[src/rtl/meas_pkg.sv]
// Shared types and helpers for the period-measurement sequencer.
package meas_pkg;

  localparam int MEAS_W = 32;

  typedef enum logic [6:0] {
    IDLE    = 7'b0000001,
    LAUNCH  = 7'b0000010,
    WAIT_HI = 7'b0000100,
    WAIT_LO = 7'b0001000,
    SELECT  = 7'b0010000,
    ACCUM   = 7'b0100000,
    OUTPUT  = 7'b1000000
  } seq_state_t;

  // Shift amount that turns an NAVG-run sum into an average (NAVG is a power of two up to 256).
  function automatic int clog2_navg(input int navg);
    int r;
    r = 0;
    for (int i = 0; i < 9; i++) begin
      if ((1 << i) < navg) r = i + 1;
    end
    return r;
  endfunction

endpackage

[src/rtl/meas_chan_select.sv]
// Picks the finest-resolution channel whose count is neither empty nor saturated;
// falls back to the slowest channel and flags it when none qualifies.
module meas_chan_select
  import meas_pkg::*;
#(
  parameter int                NCH       = 10,
  parameter logic [MEAS_W-1:0] SAT_LIMIT = 32'h7FFF_FFFF
) (
  input  logic [NCH-1:0][MEAS_W-1:0] meas_val,
  output logic [3:0]                 ch,
  output logic [MEAS_W-1:0]          value,
  output logic                       none
);

  // Scan from the slowest channel down so the lowest usable index is the one that sticks.
  always_comb begin
    ch    = 4'(NCH - 1);
    value = meas_val[NCH-1];
    none  = 1'b1;
    for (int i = NCH - 1; i >= 0; i--) begin
      if ((meas_val[i] != '0) && (meas_val[i] < SAT_LIMIT)) begin
        ch    = 4'(i);
        value = meas_val[i];
        none  = 1'b0;
      end
    end
  end

endmodule

[src/rtl/meas_sequencer.sv]
// Drives the multi-channel period engine, averages NAVG runs and presents the result on valid/ready.
// Define MEAS_TIMEOUT_EN to add a per-wait watchdog that forces a flagged zero result.
module meas_sequencer
  import meas_pkg::*;
#(
  parameter int                NCH       = 10,
  parameter int                NAVG      = 4,
  parameter logic [MEAS_W-1:0] SAT_LIMIT = 32'h7FFF_FFFF,
  parameter int                TIMEOUT   = 1_000_000
) (
  input  logic                       clk,
  input  logic                       rst_n,
  input  logic                       run,
  input  logic                       trig,
  output logic                       meas_start,
  input  logic                       meas_busy,
  input  logic [NCH-1:0][MEAS_W-1:0] meas_val,
  output logic                       res_valid,
  input  logic                       res_ready,
  output logic [MEAS_W-1:0]          res_val,
  output logic [3:0]                 res_ch,
  output logic                       res_ovf,
  output logic                       res_timeout,
  output logic                       idle
);

  localparam int               SH       = clog2_navg(NAVG);
  localparam int               ACC_W    = MEAS_W + SH;
  localparam int               CNT_W    = (SH == 0) ? 1 : SH;
  localparam logic [CNT_W-1:0] LAST_RUN = CNT_W'(NAVG - 1);

  seq_state_t        r_state;
  seq_state_t        w_stateNext;
  logic [1:0]        r_launchCnt;
  logic [ACC_W-1:0]  r_acc;
  logic [ACC_W-1:0]  w_accSum;
  logic [CNT_W-1:0]  r_runCnt;
  logic [3:0]        r_selCh;
  logic [MEAS_W-1:0] r_selVal;
  logic              r_selNone;
  logic [3:0]        r_resCh;
  logic [MEAS_W-1:0] r_resVal;
  logic              r_ovf;
  logic              r_timeout;
  logic [3:0]        w_ch;
  logic [MEAS_W-1:0] w_value;
  logic              w_none;
  logic              w_accept;
  logic              w_begin;
  logic              w_timeoutHit;

  meas_chan_select #(
    .NCH       (NCH),
    .SAT_LIMIT (SAT_LIMIT)
  ) u_chan_select (
    .meas_val (meas_val),
    .ch       (w_ch),
    .value    (w_value),
    .none     (w_none)
  );

  assign w_accept = (r_state == OUTPUT) && res_ready;
  assign w_begin  = (r_state == IDLE) && (run || trig);
  assign w_accSum = r_acc + ACC_W'(r_selVal);

`ifdef MEAS_TIMEOUT_EN
  logic [31:0] r_wdog;
  logic        w_waiting;

  assign w_waiting    = (r_state == WAIT_HI) || (r_state == WAIT_LO);
  assign w_timeoutHit = w_waiting && (r_wdog == 32'(TIMEOUT - 1));

  // Restarts from zero on every entry into a wait state, so each phase gets the full budget.
  always_ff @(posedge clk) begin
    if (!rst_n || !w_waiting || (w_stateNext != r_state)) r_wdog <= '0;
    else                                                  r_wdog <= r_wdog + 32'd1;
  end
`else
  logic w_unused_timeout;

  assign w_unused_timeout = ^32'(TIMEOUT);
  assign w_timeoutHit     = 1'b0;
`endif

  always_ff @(posedge clk) begin
    if (!rst_n) r_state <= IDLE;
    else        r_state <= w_stateNext;
  end

  always_comb begin
    w_stateNext = r_state;
    case (r_state)
      IDLE:    if (run || trig) w_stateNext = LAUNCH;
      LAUNCH:  if (r_launchCnt == 2'd2) w_stateNext = WAIT_HI;
      WAIT_HI: begin
        if (w_timeoutHit)   w_stateNext = OUTPUT;
        else if (meas_busy) w_stateNext = WAIT_LO;
      end
      WAIT_LO: begin
        if (w_timeoutHit)    w_stateNext = OUTPUT;
        else if (!meas_busy) w_stateNext = SELECT;
      end
      SELECT:  w_stateNext = ACCUM;
      ACCUM:   w_stateNext = (r_runCnt == LAST_RUN) ? OUTPUT : LAUNCH;
      OUTPUT:  if (res_ready) w_stateNext = run ? LAUNCH : IDLE;
      default: w_stateNext = IDLE;
    endcase
  end

  always_comb begin
    meas_start = 1'b0;
    res_valid  = 1'b0;
    idle       = 1'b0;
    case (r_state)
      IDLE:    idle       = 1'b1;
      LAUNCH:  meas_start = (r_launchCnt != 2'd0);
      OUTPUT:  res_valid  = 1'b1;
      default: ;
    endcase
  end

  // Count 0 holds off until the engine is idle (it may still be finishing a run cut short by reset);
  // counts 1 and 2 are the two start cycles.
  always_ff @(posedge clk) begin
    if (!rst_n || (w_stateNext != LAUNCH))          r_launchCnt <= 2'd0;
    else if ((r_launchCnt != 2'd0) || !meas_busy)   r_launchCnt <= r_launchCnt + 2'd1;
  end

  always_ff @(posedge clk) begin
    if (!rst_n) begin
      r_selCh   <= '0;
      r_selVal  <= '0;
      r_selNone <= 1'b0;
      r_acc     <= '0;
      r_runCnt  <= '0;
      r_resCh   <= '0;
      r_resVal  <= '0;
      r_ovf     <= 1'b0;
      r_timeout <= 1'b0;
    end else begin
      if (r_state == SELECT) begin
        r_selCh   <= w_ch;
        r_selVal  <= w_value;
        r_selNone <= w_none;
      end
      if (w_begin || w_accept) begin
        r_acc     <= '0;
        r_runCnt  <= '0;
        r_ovf     <= 1'b0;
        r_timeout <= 1'b0;
      end else if (r_state == ACCUM) begin
        r_acc    <= w_accSum;
        r_runCnt <= r_runCnt + CNT_W'(1);
        r_ovf    <= r_ovf | r_selNone;
        r_resCh  <= r_selCh;
        if (r_runCnt == LAST_RUN) r_resVal <= MEAS_W'(w_accSum >> SH);
      end else if (w_timeoutHit) begin
        r_resVal  <= '0;
        r_timeout <= 1'b1;
      end
    end
  end

  assign res_val     = r_resVal;
  assign res_ch      = r_resCh;
  assign res_ovf     = r_ovf;
  assign res_timeout = r_timeout;

endmodule

[config.mk]
export PLATFORM = sky130hd
export DESIGN_NAME = meas_sequencer
export DESIGN_NICKNAME = d
export VERILOG_FILES = /design/src/rtl/meas_pkg.sv /design/src/rtl/meas_chan_select.sv /design/src/rtl/meas_sequencer.sv
export SDC_FILE = /design/constraint.sdc
export NUM_CORES = 1
export LEC_CHECK = 0
export CORE_ASPECT_RATIO = 0.9
export CORE_UTILIZATION = 45
export DETAILED_ROUTE_END_ITERATION = 16
export PLACE_DENSITY = 0.78
export SETUP_SLACK_MARGIN = 0.3
export SLEW_MARGIN = 20
export SYNTH_ARGS = -nofsm -noshare
export SYNTH_HDL_FRONTEND = slang
export SYNTH_SLANG_ARGS = --single-unit
export TNS_END_PERCENT = 1
[constraint.sdc]
create_clock -name clk -period 3.75 [get_ports clk]
set_input_delay 0.375 -clock clk [delete_from_list [all_inputs] [get_ports clk]]
set_output_delay 0.375 -clock clk [all_outputs]
set_load 0.02 [all_outputs]
==> flow_summary.json, run 1 <==
{
  "outcome": "finished clean",
  "cp.required_ns": 4.10,
  "clock_latency_ns": 0.43,
  "regArea_mm2": 0.002382,
  "path_clk_slew_ns": 0.06,
  "worstPathMaxFanout": 34,
  "htreeDepth": 4,
  "finalMaxSlewViolations": 0,
  "layout_commonest_cell": "clkdlybuf4s50_1",
  "ys_seq_area_share_pct": 24.57,
  "layout-drive-gt1-share_pct": 6.346,
  "critPathArrivalTime_ns": 3.69,
  "portBuffers": 365,
  "ys.flop_type": "dfxtp_1",
  "layoutNonFillerInstCount": 1974,
  "post-route-min-period_ns": 3.335,
  "syn2layout_area_growth_pct": 48.50,
  "post_cts_resized": 0,
  "antenna_found_initial": 4,
  "cts_buffer_depth": 2,
  "holdPathStages": 2,
  "cts_setup_buffers": 0,
  "die_x_um": 156.7,
  "drc": 0,
  "endpoint_kind": "flop",
  "postSynthCellCount": 1323,
  "synth_cell_types": 72,
  "cts_tree": "done",
  "setup_violations": 0,
  "worst_pin_slew_ns": 1.097,
  "viasPerCell": 6.831,
  "crit_path_start_kind": "input port",
  "num_vias": 13490,
  "routedWlPerCell_um": 24.95,
  "dpl_cell_area_mm2": 0.01376,
  "start_util_pct": 46.26,
  "dp_hpwl_um": 40160,
  "reg2reg_depth": 10,
  "slew-limit-headroom_pct": 26.58,
  "layout.cells.most_common_list": "365 x clkdlybuf4s50_1, 135 x nand2_1, 119 x dfxtp_1",
  "dieArea_mm2": 0.02214,
  "grt_usage_pct": 43.20,
  "setup-tns-final_ns": 0,
  "final_area_mm2": 0.01440,
  "multi_input_area_mm2": 0.006987,
  "ioPinCount": 367,
  "nNetsFinal": 2035,
  "cts_sinks": 119,
  "fin_worst_skew_ns": 0.01379,
  "die_h_um": 141.3,
  "dr.pass1.iters": 6,
  "syn-num-nets": 1685,
  "core-area_mm2": 0.02096,
  "grt-ovfl-total": 0,
  "period_share_pct": 88.94,
  "grt_pass1_wl_um": 72600,
  "avgSynthCellArea_um2": 7.328,
  "synth_top_cell_by_area": "dfxtp_1",
  "cts_root_buf": "clkbuf_16",
  "drtIter0Drc": 2014,
  "synth_edf_count": 0,
  "hold_buffers": 0,
  "rsz0062_at_grt": "no",
  "wirelength_um": 49260,
  "postLayoutCoreUtil_pct": 68.70,
  "postRouteAntennaNets": 0,
  "grt_pass1_vias": 12520,
  "hp-class": "flop to flop",
  "yosys_register_bits": 119,
  "placed_cells": 1940,
  "synth-async-reset-ratio_pct": 0,
  "clock.fmax_mhz": 299.8,
  "fillCellCount": 1669,
  "synthTopCellsByArea": "dfxtp_1 25%, nor4_1 6.4%, nand4_1 6.1%",
  "drv_cap": 0,
  "cts_buffers": 17,
  "netlist_area_mm2": 0.009696,
  "ir_drop_mv": 0.3225,
  "num_rows": 50,
  "hold_viol": 0,
  "ys_warn_count": 0,
  "synth.top_cell.area_share_pct": 24.57,
  "p_per_area_mw_per_mm2": 276.0,
  "gp_congestion": 1.101,
  "p_leak_nw": 5.075,
  "crit_type": "input port to flop",
  "grt_max_degree": 39
}
-- sequential cells by signal (all words and copies together) (netlist names), 2 cells and up --
register,cells
r_acc,34
r_selVal,32
res_val,32
r_state,7
r_selCh,4
res_ch,4
r_launchCnt,2
r_runCnt,2
-- report_power, final --
group / total (mW) / switching (mW) / internal [mW]
logic: 0.913 / 0.470 / 0.444
registers: 1.28 / 0.00736 / 1.27
clock network: 1.78 / 0.644 / 1.14
total: 3.97 / 1.12 / 2.85
-- worst max-delay path, stage by stage --
cell             delay, ns
clkdlybuf4s50_1       0.56
nand4_1               0.11
or4_1                 0.56
nor4_2                0.44
nor2_4                0.23
buf_4                 0.28
buf_4                 0.16
a211o_1               0.26
a31oi_1               0.27
o221ai_1              0.23
a21oi_1               0.19
-- cell usage after synthesis (all sizes together), types with 15 or more instances --
| master | count |
|---|---|
| a211o | 23 |
| a211oi | 36 |
| a21oi | 104 |
| a221o | 17 |
| a22oi | 28 |
| a31oi | 22 |
| and2 | 18 |
| clkbuf | 69 |
| dfxtp | 119 |
| ha | 35 |
| mux2i | 30 |
| nand2 | 135 |
| nand3 | 40 |
| nand4 | 94 |
| nor2 | 102 |
| nor3 | 23 |
| nor4 | 101 |
| o21ai | 125 |
| o221ai | 16 |
| xnor2 | 16 |
| xor2 | 15 |
-- layout make-up --
cell class	count	area share [%]
Multi-Input combinational cell	1113	48.53
Timing Repair Buffer	408	27.62
Sequential cell	119	16.55
Clock buffer	19	3.076
Tap cell	286	2.485
Clock inverter	13	1.347
Inverter	14	0.3650
Antenna cell	2	0.03476
-- metal layers --
layer,routed length (um),GRT usage [%]
met5,89,2.948
met1,18740,55.09
met4,1679,15.27
met2,23080,71.81
met3,5665,8.583
-- per-stage QoR --
| stage | worst slack, ns | power (mW) | hold slack [ns] |
|---|---|---|---|
| after floorplan | 1.015 | 1.572 | 0.4273 |
| after global placement | 0.07352 | 2.185 | 0.4421 |
| after CTS | 0.4682 | 3.934 | 0.4550 |
| after detailed placement | 0.04667 | 2.184 | 0.4453 |
| final | 0.4149 | 3.973 | 0.4575 |
| after global routing | 0.3533 | 4.059 | 0.4796 |
-- path summary, 6_finish.rpt --
check,slack (ns),to,start
setup / recovery,0.41,r_selVal[0],meas_val[222]
hold / removal,0.46,res_val[8],res_val[8]
setup reg to reg,0.64,r_acc[21],r_selVal[10]
hold reg to reg,0.46,res_val[8],res_val[8]
-- cells by family (layout without fill, tap and decap cells) --
kind of cell | Yosys count | after routing | share of synthesized area (%)
xor gates and xnor gates | 31 | 31 | 2.800
adders and majority gates | 36 | 36 | 4.723
DFF | 119 | 119 | 24.57
and+or+nand+nor | 561 | 561 | 30.34
AOI/OAI and AO/OA | 454 | 454 | 30.79
muxes | 30 | 30 | 3.097
other | 1 | 3 | 0.03868
buffers and inverters | 91 | 454 | 3.639
(Power assumes the default switching activity.)
==> run 2, diff against run 1 <==
- ABC_CLOCK_PERIOD_IN_PS: not set -> 3750
- PLACE_DENSITY: 0.78 -> not set
- PLACE_DENSITY_LB_ADDON: not set -> 0.15
==> flow_summary.json, run 2 (synthesized netlist as in run 1, its figures left out) <==
{
  "intPower_mw": 2.758,
  "portBuffers": 365,
  "crit_path_start_kind": "input port",
  "ioPinCount": 367,
  "setup_violations": 0,
  "multi_input_area_mm2": 0.006974,
  "clock.fmax_mhz": 306.2,
  "cp.required_ns": 4.11,
  "die_x_um": 156.7,
  "p_switching_mw": 1.102,
  "nNetsFinal": 2025,
  "path_delay_family": "simple AND/OR/NAND/NOR gates",
  "grt-ovfl-total": 0,
  "grt_max_degree": 47,
  "wirelength_um": 48070,
  "syn2layout_area_growth_pct": 47.39,
  "final_area_mm2": 0.01429,
  "setup-tns-final_ns": 0,
  "dr.pass1.iters": 6,
  "worstPathMaxFanout": 30,
  "placed_cells": 1930,
  "path_clk_slew_ns": 0.06,
  "endpoint_kind": "flop",
  "sequentialPowerShare_pct": 33.1,
  "gp_congestion": 1.015,
  "hp-class": "flop to flop",
  "post_cts_resized": 0,
  "grt_pass1_vias": 12360,
  "drc": 0,
  "dieArea_mm2": 0.02214,
  "grt_use_met1_pct": 53.71,
  "die_h_um": 141.3,
  "period_share_pct": 87.08,
  "crit_buf_inv": 2,
  "layout_commonest_cell": "clkdlybuf4s50_1",
  "layout-drive-gt1-share_pct": 5.788,
  "finalMaxSlewViolations": 0,
  "critical_path.max_stage_delay_ns": 0.60,
  "grt_pass1_wl_um": 70880,
  "start_util_pct": 46.26,
  "path_cells": "clkdlybuf4s50_1 > nand4_1 > or4_1 > nor4_2 > nor2_4 > buf_4 > a211o_1 > a31oi_1 > o221ai_1 > a21oi_1",
  "ir_drop_mv": 0.3083,
  "dp_hpwl_um": 39540,
  "worst_pin_slew_ns": 1.077,
  "dpl_cell_area_mm2": 0.01368,
  "drtIter0Drc": 1850,
  "hold_viol": 0,
  "critPathArrivalTime_ns": 3.62,
  "fin_worst_skew_ns": 0.01480,
  "htreeDepth": 4,
  "clock_latency_ns": 0.43,
  "use_met2_pct": 68.49,
  "num_vias": 13400,
  "core-area_mm2": 0.02096,
  "clkPwrFrac_pct": 43.6,
  "largest_reg_flops": 34,
  "cts_root_buf": "clkbuf_16",
  "holdWs_ns": 0.4502,
  "grt.busiest_layer": "met2",
  "layout.cells.most_common_list": "365 x clkdlybuf4s50_1, 135 x nand2_1, 119 x dfxtp_1",
  "routedWlPerCell_um": 24.47,
  "regMostFlops": "r_acc",
  "critPathSlowestCell": "clkdlybuf4s50_1",
  "layoutNonFillerInstCount": 1964,
  "rsz0062_at_grt": "no",
  "use_met3_pct": 7.239,
  "drv_cap": 0,
  "p_leak_nw": 5.007,
  "regArea_mm2": 0.002382,
  "combinationalPowerShare_pct": 23.3,
  "post-route-min-period_ns": 3.265,
  "switching_share_pct": 28.55,
  "cts_buffers": 17,
  "crit_type": "input port to flop",
  "num_rows": 50,
  "fillCellCount": 1683,
  "postLayoutCoreUtil_pct": 68.19,
  "hold_buffers": 0,
  "cts_tree": "done",
  "outcome": "finished clean",
  "p_per_area_mw_per_mm2": 270.1,
  "grt_usage_pct": 41.99,
  "cts_buffer_depth": 2,
  "cts_sinks": 119,
  "slew-limit-headroom_pct": 27.94,
  "postRouteAntennaNets": 0,
  "antenna_found_initial": 3,
  "cts_setup_buffers": 0,
  "viasPerCell": 6.821
}
## run 2: cell types whose count changed in the layout (fill, tap and decap cells not counted)
cell        previous run  this run
clkbuf_8               1         0
buf_4                 43        32
buf_12                 0         1
a2111oi_4              1         0
bufinv_16              4         3
inv_6                  3         2
a2111oi_2              0         1
clkinvlp_4             1         3
clkinv_2               1         2
## run 2: power by group through the flow
| stage | clock (mW) | sequential (mW) | combinational [mW] |
|---|---|---|---|
| 6_report | 1.68 | 1.28 | 0.900 |
| 2_1_floorplan | 0 | 1.30 | 0.270 |
| 3_5_place_dp | 0 | 1.30 | 0.867 |
| 4_1_cts | 1.68 | 1.28 | 0.870 |
| 5_1_grt | 1.74 | 1.28 | 0.928 |
| 3_3_place_gp | 0 | 1.30 | 0.870 |
## run 2: final cells by class
cell class / instances / share of cell area [%]
multi-input cells: 1113 / 48.80
repair buffers: 398 / 27.39
flip-flops and latches: 119 / 16.67
clock buffers: 18 / 3.003
well taps: 286 / 2.504
clock inverters: 14 / 1.226
inverters: 14 / 0.3677
diodes: 2 / 0.03502
## run 2: final timing paths
kind | cells after the start | end | from | slack [ns]
setup / recovery | 10 | r_selVal[0] | meas_val[196] | 0.48
hold / removal | 2 | res_val[8] | res_val[8] | 0.45
setup reg to reg | 8 | r_selVal[27] | r_state[2] | 0.66
hold reg to reg | 2 | res_val[8] | res_val[8] | 0.45
## run 2: stage by stage
step	power [mW]	worst slack, ns
final	3.859	0.4845
after detailed placement	2.171	0.1482
after CTS	3.825	0.5730
after floorplan	1.572	1.015
after global placement	2.174	0.1698
after global routing	3.950	0.4737
## run 2: per-layer routing
| metal | vias to the layer above | routed length, um |
|---|---|---|
| li1 | 5920 | - |
| met1 | 6250 | 18380 |
| met2 | 1040 | 22020 |
| met3 | 184 | 5357 |
| met4 | 2 | 2293 |
| met5 | - | 8 |
## run 2: worst min-delay path: stages (launching register included)
cell     delay (ns)
dfxtp_1        0.31
nand2_1        0.05
a21oi_1        0.05
==> run 3, diff against run 2 <==
- REMOVE_ABC_BUFFERS: not set -> 1
==> flow_summary.json, run 3 (synthesized netlist as in run 1, its figures left out) <==
{
  "outcome": "finished clean",
  "reg2reg_slack_ns": 0.57,
  "p_per_area_mw_per_mm2": 264.5,
  "worstPathMaxFanout": 6,
  "viasPerCell": 6.816,
  "htreeDepth": 4,
  "post-route-min-period_ns": 3.347,
  "finalMaxSlewViolations": 0,
  "clock_latency_ns": 0.43,
  "placed_cells": 1939,
  "intPower_mw": 2.699,
  "dpl_cell_area_mm2": 0.01375,
  "gp_congestion": 1.052,
  "reg2reg_depth": 10,
  "multi_input_area_mm2": 0.006988,
  "path_cells": "or3_1 > or3_1 > or3b_2 > nor2_1 > clkdlybuf4s50_1",
  "worst_pin_slew_ns": 0.8132,
  "grt_pass1_vias": 12940,
  "ir_drop_mv": 0.2818,
  "cts_tree": "done",
  "dieArea_mm2": 0.02214,
  "p_leak_nw": 5.050,
  "critPathSlowestCell": "clkdlybuf4s50_1",
  "hold_viol": 0,
  "clock.fmax_mhz": 298.8,
  "largest_reg_flops": 34,
  "postRouteAntennaNets": 0,
  "worst_path_most_repeated_cell": "or3_1",
  "dr.pass1.iters": 7,
  "cts_root_buf": "clkbuf_16",
  "grt_max_degree": 39,
  "cts_sinks": 119,
  "die_x_um": 156.7,
  "routedWlPerCell_um": 25.19,
  "r2r-start": "r_selVal[10]",
  "final_area_mm2": 0.01435,
  "slew-limit-headroom_pct": 45.62,
  "start_util_pct": 46.26,
  "cts_buffers": 17,
  "clkPwrFrac_pct": 42.4,
  "grt_usage_pct": 43.81,
  "hold_buffers": 0,
  "cp.required_ns": 3.38,
  "grt_pass1_wl_um": 73600,
  "cts_buffer_depth": 2,
  "regArea_mm2": 0.002382,
  "core-area_mm2": 0.02096,
  "combinationalPowerShare_pct": 24.0,
  "ioPinCount": 367,
  "num_rows": 50,
  "crit_type": "flop to output port",
  "regMostFlops": "r_acc",
  "reg2reg_to": "r_acc[19]",
  "crit_path_start_kind": "flop",
  "layout-drive-gt1-share_pct": 6.239,
  "fin_worst_skew_ns": 0.01079,
  "endpoint": "meas_start",
  "portBuffers": 365,
  "critical_path.max_stage_delay_ns": 0.66,
  "layout.cells.most_common_list": "365 x clkdlybuf4s50_1, 135 x nand2_1, 119 x dfxtp_1",
  "die_h_um": 141.3,
  "num_vias": 13450,
  "wirelength_um": 49730,
  "p_switching_mw": 1.095,
  "critPathArrivalTime_ns": 2.97,
  "setup-tns-final_ns": 0,
  "cp-startpoint": "r_state[2]",
  "hp-class": "flop to flop",
  "syn2layout_area_growth_pct": 47.97,
  "sequentialPowerShare_pct": 33.7,
  "period_share_pct": 89.26,
  "drc": 0,
  "endpoint_kind": "output port",
  "layout_commonest_cell": "clkdlybuf4s50_1",
  "drv_cap": 0,
  "setup_violations": 0,
  "drtIter0Drc": 1851,
  "fillCellCount": 1727,
  "dp_hpwl_um": 40000,
  "rsz0062_at_grt": "no",
  "grt-ovfl-total": 0,
  "layoutNonFillerInstCount": 1974,
  "switching_share_pct": 28.86,
  "path_clk_slew_ns": 0.06,
  "antenna_found_initial": 7,
  "nNetsFinal": 2034
}
run 3: cell count changes in the layout (fill, tap and decap cells not counted):
cell        change
nor3b_4         +1
diode_2         +3
buf_4           +9
clkinvlp_4      -1
o41ai_2         +1
clkinv_4        +1
nor3b_2         -1
clkbuf_8        +1
o41ai_1         -1
bufinv_16       -1
inv_6           -2
run 3: timing repair:
item	in CTS	in global routing
setup endpoints to repair	0	2
gates resized for setup	0	1
buffers inserted	0	0
run 3: cell type report:
type / count / area share (%)
multi-input cells: 1113 / 48.71
repair buffers: 407 / 27.75
flip-flops and latches: 119 / 16.61
clock buffers: 19 / 3.087
well taps: 286 / 2.494
clock inverters: 11 / 0.8983
inverters: 14 / 0.3663
diodes: 5 / 0.08721
run 3: critical path, delay by kind of cell, from the launching register on:
kind          cells  cell delay [ns]
flops             1             0.37
simple gates      4             1.52
buf+inv           1             0.66
run 3: through the flow:
stage	hold slack (ns)	util, %	power, mW	setup WS (ns)
2_1_floorplan	0.4273	-	1.554	-1.502
5_1_grt	0.4799	68.43	3.886	0.3432
3_5_place_dp	0.4490	65.63	2.180	0.1597
6_report	0.4580	68.45	3.795	0.4027
4_1_cts	0.4571	68.36	3.765	0.4294
3_3_place_gp	0.4407	65.63	2.184	0.1632
run 3: worst min path at each step:
stage	from	to	cells past startpoint
floorplan	r_selCh[0]	res_ch[0]	2
global placement	res_val[27]	res_val[27]	2
detailed placement	res_val[5]	res_val[5]	2
CTS	res_val[18]	res_val[18]	2
global route	res_val[7]	res_val[7]	2
finish	res_val[27]	res_val[27]	2
run 3: power groups by stage:
| stage | clock, mW | combinational, mW | sequential, mW |
|---|---|---|---|
| after floorplan | 0 | 0.251 | 1.30 |
| after global placement | 0 | 0.880 | 1.30 |
| after detailed placement | 0 | 0.876 | 1.30 |
| after CTS | 1.61 | 0.880 | 1.28 |
| after global routing | 1.67 | 0.940 | 1.28 |
| final | 1.61 | 0.909 | 1.28 |
run 3: layer usage:
metal  GRT usage (%)  vias to the layer above  wire (um)
li1                -                     5939          -
met1           52.97                     6263      18280
met2           71.95                     1047      22760
met3           9.682                      203       5946
met4           24.36                        2       2733
met5               0                        -         11
